`config.mk`:
```
export PLATFORM = sky130hd
export DESIGN_NAME = ctrl_unit
export DESIGN_NICKNAME = d
export VERILOG_FILES = /design/src/rtl/ctrl_pkg.sv /design/src/rtl/ctrl_irdec.sv /design/src/rtl/ctrl_unit.sv
export SDC_FILE = /design/constraint.sdc
export NUM_CORES = 1
export LEC_CHECK = 0
export ABC_AREA = 0
export BUFFER_PORTS_ARGS = -buffer_cell sky130_fd_sc_hd__clkbuf_2
export CORE_MARGIN = 1.5
export CORE_UTILIZATION = 43
export CTS_BUF_LIST = sky130_fd_sc_hd__clkbuf_16
export DETAILED_ROUTE_END_ITERATION = 7
export PLACE_DENSITY = 0.72
export SLEW_MARGIN = 15
export SYNTH_ARGS = -nofsm -noshare
export SYNTH_HDL_FRONTEND = slang
export SYNTH_SLANG_ARGS = --single-unit
```
`constraint.sdc`:
```
create_clock -name Clock -period 1.5 [get_ports Clock]
set_input_delay 0 -clock Clock [delete_from_list [all_inputs] [get_ports Clock]]
set_output_delay 0 -clock Clock [all_outputs]
set_load 0.01 [all_outputs]
```
`src/rtl/ctrl_pkg.sv`:
```
// Shared constants for the multi-cycle control unit: opcodes, FSM state
// encoding, bus source codes, ALU op codes and the decoded IR field layout.
// Build option CTRL_UNIT_SHIFT_EN (see ctrl_unit) adds the shl form of op 000.
package ctrl_pkg;

  // opcodes, IR[15:13]
  localparam logic [2:0] OP_MV  = 3'b000;
  localparam logic [2:0] OP_MVI = 3'b001;
  localparam logic [2:0] OP_ADD = 3'b010;
  localparam logic [2:0] OP_SUB = 3'b011;
  localparam logic [2:0] OP_AND = 3'b100;
  localparam logic [2:0] OP_LD  = 3'b101;
  localparam logic [2:0] OP_ST  = 3'b110;
  localparam logic [2:0] OP_BZ  = 3'b111;

  // FSM state encoding
  localparam logic [2:0] S_IDLE = 3'd0;
  localparam logic [2:0] S_T0   = 3'd1;
  localparam logic [2:0] S_T1   = 3'd2;
  localparam logic [2:0] S_T2   = 3'd3;
  localparam logic [2:0] S_T3   = 3'd4;
  localparam logic [2:0] S_T4   = 3'd5;

  // bus source codes beyond the register file (0-7 select R0..R7)
  localparam logic [3:0] BUS_PC  = 4'd7;
  localparam logic [3:0] BUS_G   = 4'd8;
  localparam logic [3:0] BUS_DIN = 4'd9;

  // ALU op codes
  localparam logic [2:0] ALU_NOP  = 3'b000;
  localparam logic [2:0] ALU_ADD  = 3'b001;
  localparam logic [2:0] ALU_SUB  = 3'b010;
  localparam logic [2:0] ALU_AND  = 3'b011;
  localparam logic [2:0] ALU_PASS = 3'b100;

  typedef struct packed {
    logic [2:0] op;
    logic [2:0] rx;
    logic [2:0] ry;
    logic       sh;
    logic [3:0] amt;
  } irFields_t;

endpackage

```
`src/rtl/ctrl_irdec.sv`:
```
// Combinational IR field splitter plus one-hot decode of the Rx field.
module ctrl_irdec
  import ctrl_pkg::*;
(
  input  logic [15:0] ir,
  output irFields_t   fld,
  output logic [7:0]  rxOneHot
);

  assign fld.op  = ir[15:13];
  assign fld.rx  = ir[12:10];
  assign fld.ry  = ir[9:7];
  assign fld.sh  = ir[6];
  assign fld.amt = ir[3:0];

  // Rx as a register write-enable mask
  assign rxOneHot = 8'b1 << fld.rx;

  // IR[5:4] carry no meaning for any instruction
  logic unusedBits;
  assign unusedBits = ^ir[5:4];

endmodule

```
`src/rtl/ctrl_unit.sv`:
```
// Multi-cycle control unit: fetch (T0/T1), decode from the IR (T2 onward),
// and sequencing of register file, RA/G latches, memory and ALU.
// Define CTRL_UNIT_SHIFT_EN to execute op 000 with sh=1 as shl; otherwise
// op 000 is always mv and ShAmt stays 0.
module ctrl_unit
  import ctrl_pkg::*;
#(
  parameter int DATA_W = 16  // only 16 is supported
) (
  input  logic              Clock,
  input  logic              Reset,
  input  logic              Run,
  input  logic [DATA_W-1:0] DIN,
  input  logic              Zero,
  output logic              IRin,
  output logic [7:0]        Rin,
  output logic [3:0]        BusSel,
  output logic              Ain,
  output logic              Gin,
  output logic [2:0]        AluOp,
  output logic [3:0]        ShAmt,
  output logic              AddrIn,
  output logic              PcIncr,
  output logic              DoutIn,
  output logic              WrEn,
  output logic              Done
);

  logic [2:0]  state, nxt;
  logic [15:0] ir;
  logic        zFlag;
  irFields_t   fld;
  logic [7:0]  rxOneHot;

  ctrl_irdec uDec (.ir(ir), .fld(fld), .rxOneHot(rxOneHot));

`ifndef CTRL_UNIT_SHIFT_EN
  // sh and amt only matter for the shl form
  logic unusedCfg;
  assign unusedCfg = ^{fld.sh, fld.amt};
`endif

  // state, instruction register and zero flag
  always_ff @(posedge Clock or posedge Reset) begin
    if (Reset) begin
      state <= S_IDLE;
      ir    <= '0;
      zFlag <= 1'b0;
    end else begin
      state <= nxt;
      if (IRin) ir <= DIN;
      if (Gin)  zFlag <= Zero;
    end
  end

  // per-state control outputs and next-state selection
  always_comb begin
    nxt    = state;
    IRin   = 1'b0;
    Rin    = '0;
    BusSel = '0;
    Ain    = 1'b0;
    Gin    = 1'b0;
    AluOp  = ALU_NOP;
    ShAmt  = '0;
    AddrIn = 1'b0;
    PcIncr = 1'b0;
    DoutIn = 1'b0;
    WrEn   = 1'b0;
    Done   = 1'b0;
    if (!Reset) begin
      case (state)
        S_IDLE: if (Run) nxt = S_T0;
        S_T0: begin
          BusSel = BUS_PC; AddrIn = 1'b1; PcIncr = 1'b1; nxt = S_T1;
        end
        S_T1: begin
          IRin = 1'b1; nxt = S_T2;
        end
        S_T2: begin
          nxt = S_T3;
          case (fld.op)
            OP_MV:
`ifdef CTRL_UNIT_SHIFT_EN
              if (fld.sh) begin
                BusSel = {1'b0, fld.ry}; AluOp = ALU_PASS; ShAmt = fld.amt; Gin = 1'b1;
              end else
`endif
              begin
                BusSel = {1'b0, fld.ry}; Rin = rxOneHot; Done = 1'b1;
              end
            OP_MVI: begin
              BusSel = BUS_PC; AddrIn = 1'b1; PcIncr = 1'b1;
            end
            OP_ADD, OP_SUB, OP_AND: begin
              BusSel = {1'b0, fld.rx}; Ain = 1'b1;
            end
            OP_LD, OP_ST: begin
              BusSel = {1'b0, fld.ry}; AddrIn = 1'b1;
            end
            default: begin  // bz: PC <- Rx when the last ALU result was zero
              Done = 1'b1;
              if (zFlag) begin
                BusSel = {1'b0, fld.rx}; Rin = 8'h80;
              end
            end
          endcase
        end
        S_T3: begin
          nxt = S_T4;
          case (fld.op)
`ifdef CTRL_UNIT_SHIFT_EN
            OP_MV: if (fld.sh) begin
              BusSel = BUS_G; Rin = rxOneHot; Done = 1'b1;
            end
`endif
            OP_ADD, OP_SUB, OP_AND: begin
              BusSel = {1'b0, fld.ry}; Gin = 1'b1;
              AluOp = (fld.op == OP_ADD) ? ALU_ADD :
                      (fld.op == OP_SUB) ? ALU_SUB : ALU_AND;
            end
            OP_ST: begin
              BusSel = {1'b0, fld.rx}; DoutIn = 1'b1; WrEn = 1'b1; Done = 1'b1;
            end
            default: ;  // mvi/ld wait for memory data
          endcase
        end
        S_T4: begin
          nxt = S_IDLE;
          case (fld.op)
            OP_MVI, OP_LD: begin
              BusSel = BUS_DIN; Rin = rxOneHot; Done = 1'b1;
            end
            OP_ADD, OP_SUB, OP_AND: begin
              BusSel = BUS_G; Rin = rxOneHot; Done = 1'b1;
            end
            default: ;
          endcase
        end
        default: nxt = S_IDLE;
      endcase
      // chain straight into the next fetch while Run is held
      if (Done) nxt = Run ? S_T0 : S_IDLE;
    end
  end

endmodule
```
---- Word-level counts from Yosys, hierarchy flattened ----
Cells that the tools add are included.
word-level totals
  flip-flop bits (word level) ............. 20
  output and inout port bits .............. 27
operators by class
  equal/unequal tests ..................... 12
  shift operators ......................... 1
  mux-type cells .......................... 41
  bitwise operators ....................... 1
  reductions and logical operators ........ 9
operators by type and width
  kind                 count
  $pmux 8 s2           2
  $mux 8               3
  $mux 1               20
  $pmux 4 s4           1
  $eq 3x3->1 const B   5
  $pmux 3 s5           1
  $eq 3x2->1 const B   4
  $mux 3               3
  $pmux 3 s3           1
  $reduce_or 3->1      3
  $mux 2               4
  $pmux 4 s2           1
  $shl 1x3->8 const A  1
  $eq 3x1->1 const B   2
  $logic_not 3->1      2
  $pmux 3 s2           1
  $reduce_or 6->1      1
  $reduce_or 5->1      1
  $mux 4               1
  $pmux 1 s2           2
  $ne 3x3->1 const B   1
  $pmux 1 s3           1
  $reduce_and 2->1     1
  $reduce_or 2->1      1
  $not 1->1            1

---- Logic depth before layout (Yosys ltp) ----
Gate-level depths: netlist (run 1).
  word-level depth ........................ 7
  depth in mapped cells ................... 6
  depth with buffers taken out ............ 4

---- Modules after synthesis ----
A second synthesis (run 1) with hierarchy kept.
unflattened totals
  cells, all modules ...................... 185
  area total of the unflattened synthesis .. 1695.4 um^2
by module, submodules not included
  module      instances  cells each  area each (um^2)
  ctrl_unit   1          163         1525.2
  ctrl_irdec  1          22          170.2

---- Least setup slack after synthesis (run 1) ----
Ideal clock, no wire load.
  path type ............................... register -> register
  start point ............................. register state[0]
  end point ............................... register zFlag
  setup time .............................. 125 ps
  arrival ................................. 1560 ps
  required time ........................... 1375 ps
  slack ................................... -185 ps
  cell stages (with the launch flop) ...... 6
  clock period less this slack ............ 1685 ps
  path through ............................ dfrtp_1 > or3b_1 > clkbuf_2 > nand2b_4 > nor2b_2 > mux2_2
between the ends
  longest elaborated chain between the ends .. 3
RTL lines
  what                    RTL line         source
  start, declared         ctrl_unit.sv:29  logic [2:0] state, nxt;
  start signal, assigned  ctrl_unit.sv:50  state <= nxt;
  $eq 3x3->1              ctrl_unit.sv:72  case (state)
  $mux 1                  ctrl_unit.sv:72
  $mux 1                  ctrl_unit.sv:71  if (!Reset) begin
  via Gin                 ctrl_unit.sv:19  output logic Gin,
  end signal, assigned    ctrl_unit.sv:52  if (Gin) zFlag <= Zero;
  end, declared           ctrl_unit.sv:31  logic zFlag;
The timed path passes the listed nets, and every way through them passes these cells.
A chain may end at the register's enable or synchronous reset.

---- Worst setup path after layout (run 1) ----
  start point ............................. register ir[13]
  end point ............................... output port Rin[3]
between the ends
  longest elaborated chain between the ends .. 5
  elaborated cells on any way between the ends .. 13
  classes of those cells .................. eq/ne: 6; mux: 4; reduce/logical: 3
RTL lines
  what                                                                 RTL line                           source
  start, declared                                                      ctrl_unit.sv:30                    logic [15:0] ir;
  start signal, assigned                                               ctrl_unit.sv:47                    ir <= '0;
  start signal, assigned                                               ctrl_unit.sv:51                    if (IRin) ir <= DIN;
  $eq 3x2->1 (tied with other cells)                                   ctrl_unit.sv:82, ctrl_unit.sv:130
  $reduce_or 6->1 (no line) / $reduce_or 5->1 (equally long branches)  -
  $pmux 8 s2 / $mux 8 (equally long branches)                          ctrl_unit.sv:82, ctrl_unit.sv:130
  $pmux 8 s2 (*)                                                       ctrl_unit.sv:72
  $mux 8 (*)                                                           ctrl_unit.sv:71
  end, declared                                                        ctrl_unit.sv:16                    output logic [7:0] Rin,
Every way passes the cells marked *; elsewhere a longest branch is shown, timed or not.

==> results of run 1 <==
## flip-flops by register name (all words and copies together), names as in the netlist
register,flops
ir,9
zFlag,1
state,3
## power by group through the flow
| stage | logic, W | clock network [W] | registers (W) |
|---|---|---|---|
| final | 0.00316 | 0.000514 | 0.000763 |
| after global routing | 0.00335 | 0.000526 | 0.000775 |
| after CTS | 0.00247 | 0.000507 | 0.000741 |
| after detailed placement | 0.00200 | 0 | 0.000724 |
| after global placement | 0.00195 | 0 | 0.000717 |
| after floorplan | 0.00130 | 0 | 0.000666 |
## worst paths after layout
path | from | end | slack [ns] | depth (start not counted)
max | ir[13] | Rin[3] | -0.33 | 5
min | DIN[9] | ir[9] | -0.008 | 2
max reg2reg | state[0] | zFlag | -0.12 | 4
min reg2reg | zFlag | zFlag | 0.55 | 1
max in group asynchronous | Reset | ir[13] | 1.18 | 3
min in group asynchronous | Reset | state[2] | 0.13 | 3
## final cells by class
cell class              instances  area, sq um
flip-flops and latches         13        326.6
fillers                       125        339.1
well taps                      30        37.54
inverters                       2        7.507
repair buffers                 87        680.7
clock inverters                 1        3.754
clock buffers                   3        75.07
multi-input cells             117         1052
## cells in the mapped netlist (all sizes together) (3+ instances only)
| cell type | number |
|---|---|
| nor4b | 3 |
| nand2 | 11 |
| a21oi | 9 |
| mux2 | 9 |
| nor2b | 3 |
| o221ai | 3 |
| o21a | 3 |
| nand2b | 8 |
| nor2 | 8 |
| dfrtp | 13 |
| buf | 11 |
| clkbuf | 6 |
| nand3b | 3 |
| o21ai | 6 |
| nor3 | 15 |
## metal layers
metal / GRT usage (%) / vias up / wire (um)
met4: 11.85 / 0 / 116
met3: 5.152 / 13 / 282
li1: - / 678 / -
met1: 33.09 / 732 / 1851
met5: 0 / - / 0
met2: 48.47 / 73 / 2431
## per-stage QoR
step	hold slack (ns)	worst slack [ns]	total power [W]	cell area [sq um]	util, %
5_1_grt	0.008496	-0.3629	0.004651	2183	86.56
6_report	-0.007617	-0.3320	0.004436	2183	86.56
4_1_cts	0.0008389	-0.2575	0.003719	1948	77.23
3_3_place_gp	0.2098	-0.09369	0.002664	1540	61.06
3_5_place_dp	0.2148	-0.1569	0.002720	1540	61.06
2_1_floorplan	-0.05006	-0.1489	0.001966	1202	-
## kinds of logic after synthesis
logic type	synth area share (%)
mux	10.32
compound gates	22.23
simple gates	30.11
buf+inv	8.616
flops	27.66
xor+xnor	0.7448
other cells	0.3188
## timing repair
action                                  CTS  global route
hold endpoints to repair                  8             0
buffers inserted                          4            12
pin swaps                                17            12
endpoints found under the setup margin   29            33
hold buffers                              8             0
resized for setup                        46            54
==> results.sh, run 1 <==
export IMPL_synthCells=145
export IMPL_slew_violations=0
export IMPL_chipHeight_um=55.30
export IMPL_dp_cells=225
export IMPL_power_net_switching_w=0.001941
export IMPL_netlist_area_sq_um=1176
export IMPL_synth_area_leaders="dfrtp_1 (28%), mux2_2 (8.6%), nor3_1 (6.4%)"
export IMPL_power_leakage_nw=1.020
export IMPL_cts_made_buffers=3
export IMPL_status="complete, but fails checks"
export IMPL_layout_nets=244
export IMPL_areaGrowthSynthToFinish_pct=85.64
export IMPL_arrival_ns=1.83
export IMPL_final_common_cell="buf_4"
export IMPL_final_layout_size_suffix_gt1_share_pct=59.19
export IMPL_period_minus_slack_ns=1.832
export IMPL_cts_tree="done"
export IMPL_die_w_um=55.30
export IMPL_place_congestion=0.8957
export IMPL_die_area_sq_um=3058
export IMPL_ys_ff_latch=13
export IMPL_num_antenna_cells=0
export IMPL_final_cell_mix="buf_4 (28), buf_6 (20), buf_2 (17)"
export IMPL_avgSynthCellArea_sq_um=8.111
export IMPL_wirelength_um=4681
export IMPL_vias=1496
export IMPL_setup_slack_ns=-0.3320
export IMPL_cts_root_buffer="clkbuf_16"
export IMPL_irDropWorstVdd_uv=1735
export IMPL_grt_pass1_wl_um=6755
export IMPL_overflow=0
export IMPL_drt_iter0_markers=75
export IMPL_cts_sinks=13
export IMPL_grt_pass1_vias=1437
export IMPL_fin_crit_sh_pct=122.1
export IMPL_failed_checks="hold timing, setup timing"
export IMPL_pwr_share_clk_pct=11.6
export IMPL_hold_violations=1
export IMPL_yosysWarnings=0
export IMPL_holdWs_ns=-0.007617
export IMPL_grt_max_degree=15
export IMPL_hold_path_class="input port to flip-flop"
export IMPL_slowest_delay_ns=0.46
export IMPL_skew_ns=0.002776
export IMPL_max_freq_mhz=545.9
export IMPL_wl_per_cell_um=18.50
export IMPL_yosysUniqueCellTypes=46
export IMPL_fin_setup_tns_ns=-4.700
export IMPL_synth_edf_count=0
export IMPL_grtUsageTotal_pct=27.76
export IMPL_setup_violations=25
export IMPL_cts_buffer_depth=2
export IMPL_cp_top_family="compound AO/OA/AOI/OAI gates"
export IMPL_pwr_share_seq_pct=17.2
export IMPL_cp_buffers_inverters=2
export IMPL_drv_cap=0
export IMPL_num_io_pins=47
export IMPL_internal_power_w=0.002495
export IMPL_rsz0062_at_grt="true"
export IMPL_placementRows=18
export IMPL_final_cells=253
export IMPL_antenna_found_initial=0
export IMPL_cp_slowest_cell="dfrtp_2"
export IMPL_start_util_pct=46.63
export IMPL_synth_top_cell_area_share_pct=27.66
export IMPL_yosysTopAreaCell="dfrtp_1"
export IMPL_powerDensity_nw_per_um2=2032
export IMPL_dpl_hpwl_um=2564
export IMPL_worstSetupPathType="flip-flop to output pin"
export IMPL_postRouteAntennaNets=0
export IMPL_htree_levels=1
export IMPL_yosysSeqAreaShare_pct=27.66
export IMPL_worst_path_max_fanout=8
export IMPL_first_pass_iters=4
export IMPL_power_switching_share_pct=43.75
export IMPL_cp_data_required_time_ns=1.50
export IMPL_setup_worst_path_end_class="output pin"
export IMPL_p_comb_share_pct=71.2
export IMPL_drcViolationCount=0
export IMPL_clock_latency_ns=0.25
export IMPL_cp_cell_sequence="buf_4 > o31a_1 > o32a_4 > nor3_4 > buf_2"
export IMPL_portBuffers=34
export IMPL_clk_transition_reported_paths_ns=0.05
export IMPL_async_flop_share_pct=100.0
export IMPL_viasPerCell=5.913
export IMPL_core_area_sq_um=2522
export IMPL_start_kind="flip-flop"
export IMPL_synth_ff_type="dfrtp_1"
Note: power is estimated with default switching activity, not from simulation.
==> inputs of run 2 (changes only) <==
Settings changed: CORE_UTILIZATION 43 to 52, PLACE_DENSITY 0.72 to 0.82.
Clock period 1.5 ns to 2.35 ns, I/O delays scaled along.
==> run 2 against run 1 <==
Effect of this change:
- the run ends with hold timing left
- sequential share of layout area increased by 6.4 points
- power down 59%
- clock power decreased by 37%
- setup slack improved by 0.56 ns
- clock-buffer cell count unchanged
- critical path type unchanged
==> results.sh, run 2 (synthesized netlist as in run 1, its figures left out) <==
export IMPL_status="complete, but fails checks"
export IMPL_failed_checks="hold timing"
export IMPL_grtUsageTotal_pct=26.82
export IMPL_top_register="ir"
export IMPL_irDropWorstVdd_uv=841.9
export IMPL_reg_top3="ir: 9 flops, state: 3 flops, zFlag: 1 flops"
export IMPL_route_met3_wl_um=256
export IMPL_viasPerCell=6.033
export IMPL_relSlewSlack_pct=56.78
export IMPL_worst_path_max_fanout=21
export IMPL_period_minus_slack_ns=2.119
export IMPL_antenna_found_initial=0
export IMPL_cp_data_required_time_ns=2.35
export IMPL_cts_buffer_depth=2
export IMPL_rsz0062_at_grt="false"
export IMPL_vias=1285
export IMPL_wirelength_um=3127
export IMPL_hold_path_class="input port to flip-flop"
export IMPL_setup_worst_path_end_class="output pin"
export IMPL_grt_pass1_vias=1156
export IMPL_layout_nets=206
export IMPL_slowest_delay_ns=0.75
export IMPL_whs_path_depth=2
export IMPL_htree_levels=1
export IMPL_cts_sinks=13
export IMPL_die_area_sq_um=2556
export IMPL_fin_setup_tns_ns=0
export IMPL_overflow=0
export IMPL_cts_tree="done"
export IMPL_r2r_cells=3
export IMPL_grt_max_degree=22
export IMPL_drcViolationCount=0
export IMPL_drt_iter0_markers=50
export IMPL_start_util_pct=54.21
export IMPL_cp_slowest_cell="dfrtp_1"
export IMPL_portBuffers=34
export IMPL_worstSetupPathType="flip-flop to output pin"
export IMPL_first_pass_iters=4
export IMPL_skew_ns=0.003574
export IMPL_slew_violations=0
export IMPL_cts_made_buffers=3
export IMPL_start_kind="flip-flop"
export IMPL_max_freq_mhz=471.9
export IMPL_postRouteAntennaNets=0
export IMPL_cts_root_buffer="clkbuf_16"
export IMPL_setup_violations=0
export IMPL_core_area_sq_um=2170
export IMPL_num_io_pins=47
export IMPL_wl_met2_um=1559
export IMPL_preCtsSetupSlack_ns=0.5077
export IMPL_num_antenna_cells=0
export IMPL_largest_reg_flops=9
export IMPL_highest_layer="met4"
export IMPL_place_congestion=0.9482
export IMPL_final_common_cell="clkbuf_2"
export IMPL_die_w_um=50.56
export IMPL_final_layout_size_suffix_gt1_share_pct=29.19
export IMPL_chipHeight_um=50.56
export IMPL_wl_met1_um=1242
export IMPL_arrival_ns=2.12
export IMPL_postCtsResizedCells=0
export IMPL_powerDensity_nw_per_um2=1204
export IMPL_cp_cell_sequence="nand3b_1 > o22ai_1 > a21oi_1 > o221ai_1 > clkbuf_2"
export IMPL_hold_violations=1
export IMPL_grt_pass1_wl_um=5195
export IMPL_fin_util_pct=70.30
export IMPL_setup_slack_ns=0.2308
export IMPL_dpl_hpwl_um=2231
export IMPL_fin_crit_sh_pct=90.18
export IMPL_holdWs_ns=-0.004653
export IMPL_tightest_slew_ns=0.6483
export IMPL_clock_latency_ns=0.24
export IMPL_wl_per_cell_um=14.68
export IMPL_drv_cap=0
export IMPL_areaGrowthSynthToFinish_pct=29.68
export IMPL_power_leakage_nw=0.6849
export IMPL_placementRows=17
export IMPL_final_cell_mix="clkbuf_2 (34), nor3_1 (15), dfrtp_1 (13)"
export IMPL_clk_transition_reported_paths_ns=0.05
[run 2: area by class of cell]
type,count,area [sq um]
flip-flops and latches,13,325.3
clock buffers,3,75.07
clock inverters,1,3.754
well taps,28,35.03
repair buffers,49,307.8
fillers,196,644.4
inverters,2,7.507
multi-input cells,117,770.7
[run 2: through the flow]
step / instance area [sq um] / cells / hold WS (ns) / total power [W]
4_1_cts: 1525 / 213 / 0.003285 / 0.001823
2_1_floorplan: 1191 / 149 / -0.05006 / 0.001242
5_1_grt: 1525 / 213 / 0.001422 / 0.001977
3_3_place_gp: 1346 / 199 / 0.08078 / 0.001437
3_5_place_dp: 1346 / 199 / 0.09128 / 0.001474
6_report: 1525 / 213 / -0.004653 / 0.001837
[run 2: path summary, 6_finish.rpt]
| check | slack [ns] | end | startpoint |
|---|---|---|---|
| max in group asynchronous | 1.48 | ir[9] | Reset |
| hold reg to reg | 0.51 | zFlag | zFlag |
| hold / removal | -0.005 | ir[12] | DIN[12] |
| setup reg to reg | 0.45 | zFlag | ir[14] |
| min in group asynchronous | 0.39 | state[2] | Reset |
| setup / recovery | 0.23 | BusSel[1] | ir[14] |
[run 2: repair_timing]
item,4_1_cts,5_1_grt
setup buffers,0,0
hold buffers,10,0
hold endpoints to repair,14,0
[run 2: metal layers]
| metal | vias up | GRT usage, % |
|---|---|---|
| met1 | 605 | 34.51 |
| met2 | 60 | 43.64 |
| met5 | - | 0 |
| li1 | 608 | - |
| met3 | 12 | 4.762 |
| met4 | 0 | 12.16 |
[run 2: where the power goes]
part | switching (W) | internal, W
sequential | 0.000226 | 0.000334
clock | 0.0000978 | 0.000225
combinational | 0.000502 | 0.000452
[run 2: worst max-delay path, delay by kind of cell, from the launching register on]
kind	cells	cell delay, ns
AO/OA/AOI/OAI	3	0.62
buffers and inverters	1	0.17
AND/OR/NAND/NOR	1	0.33
flip-flops	1	0.75
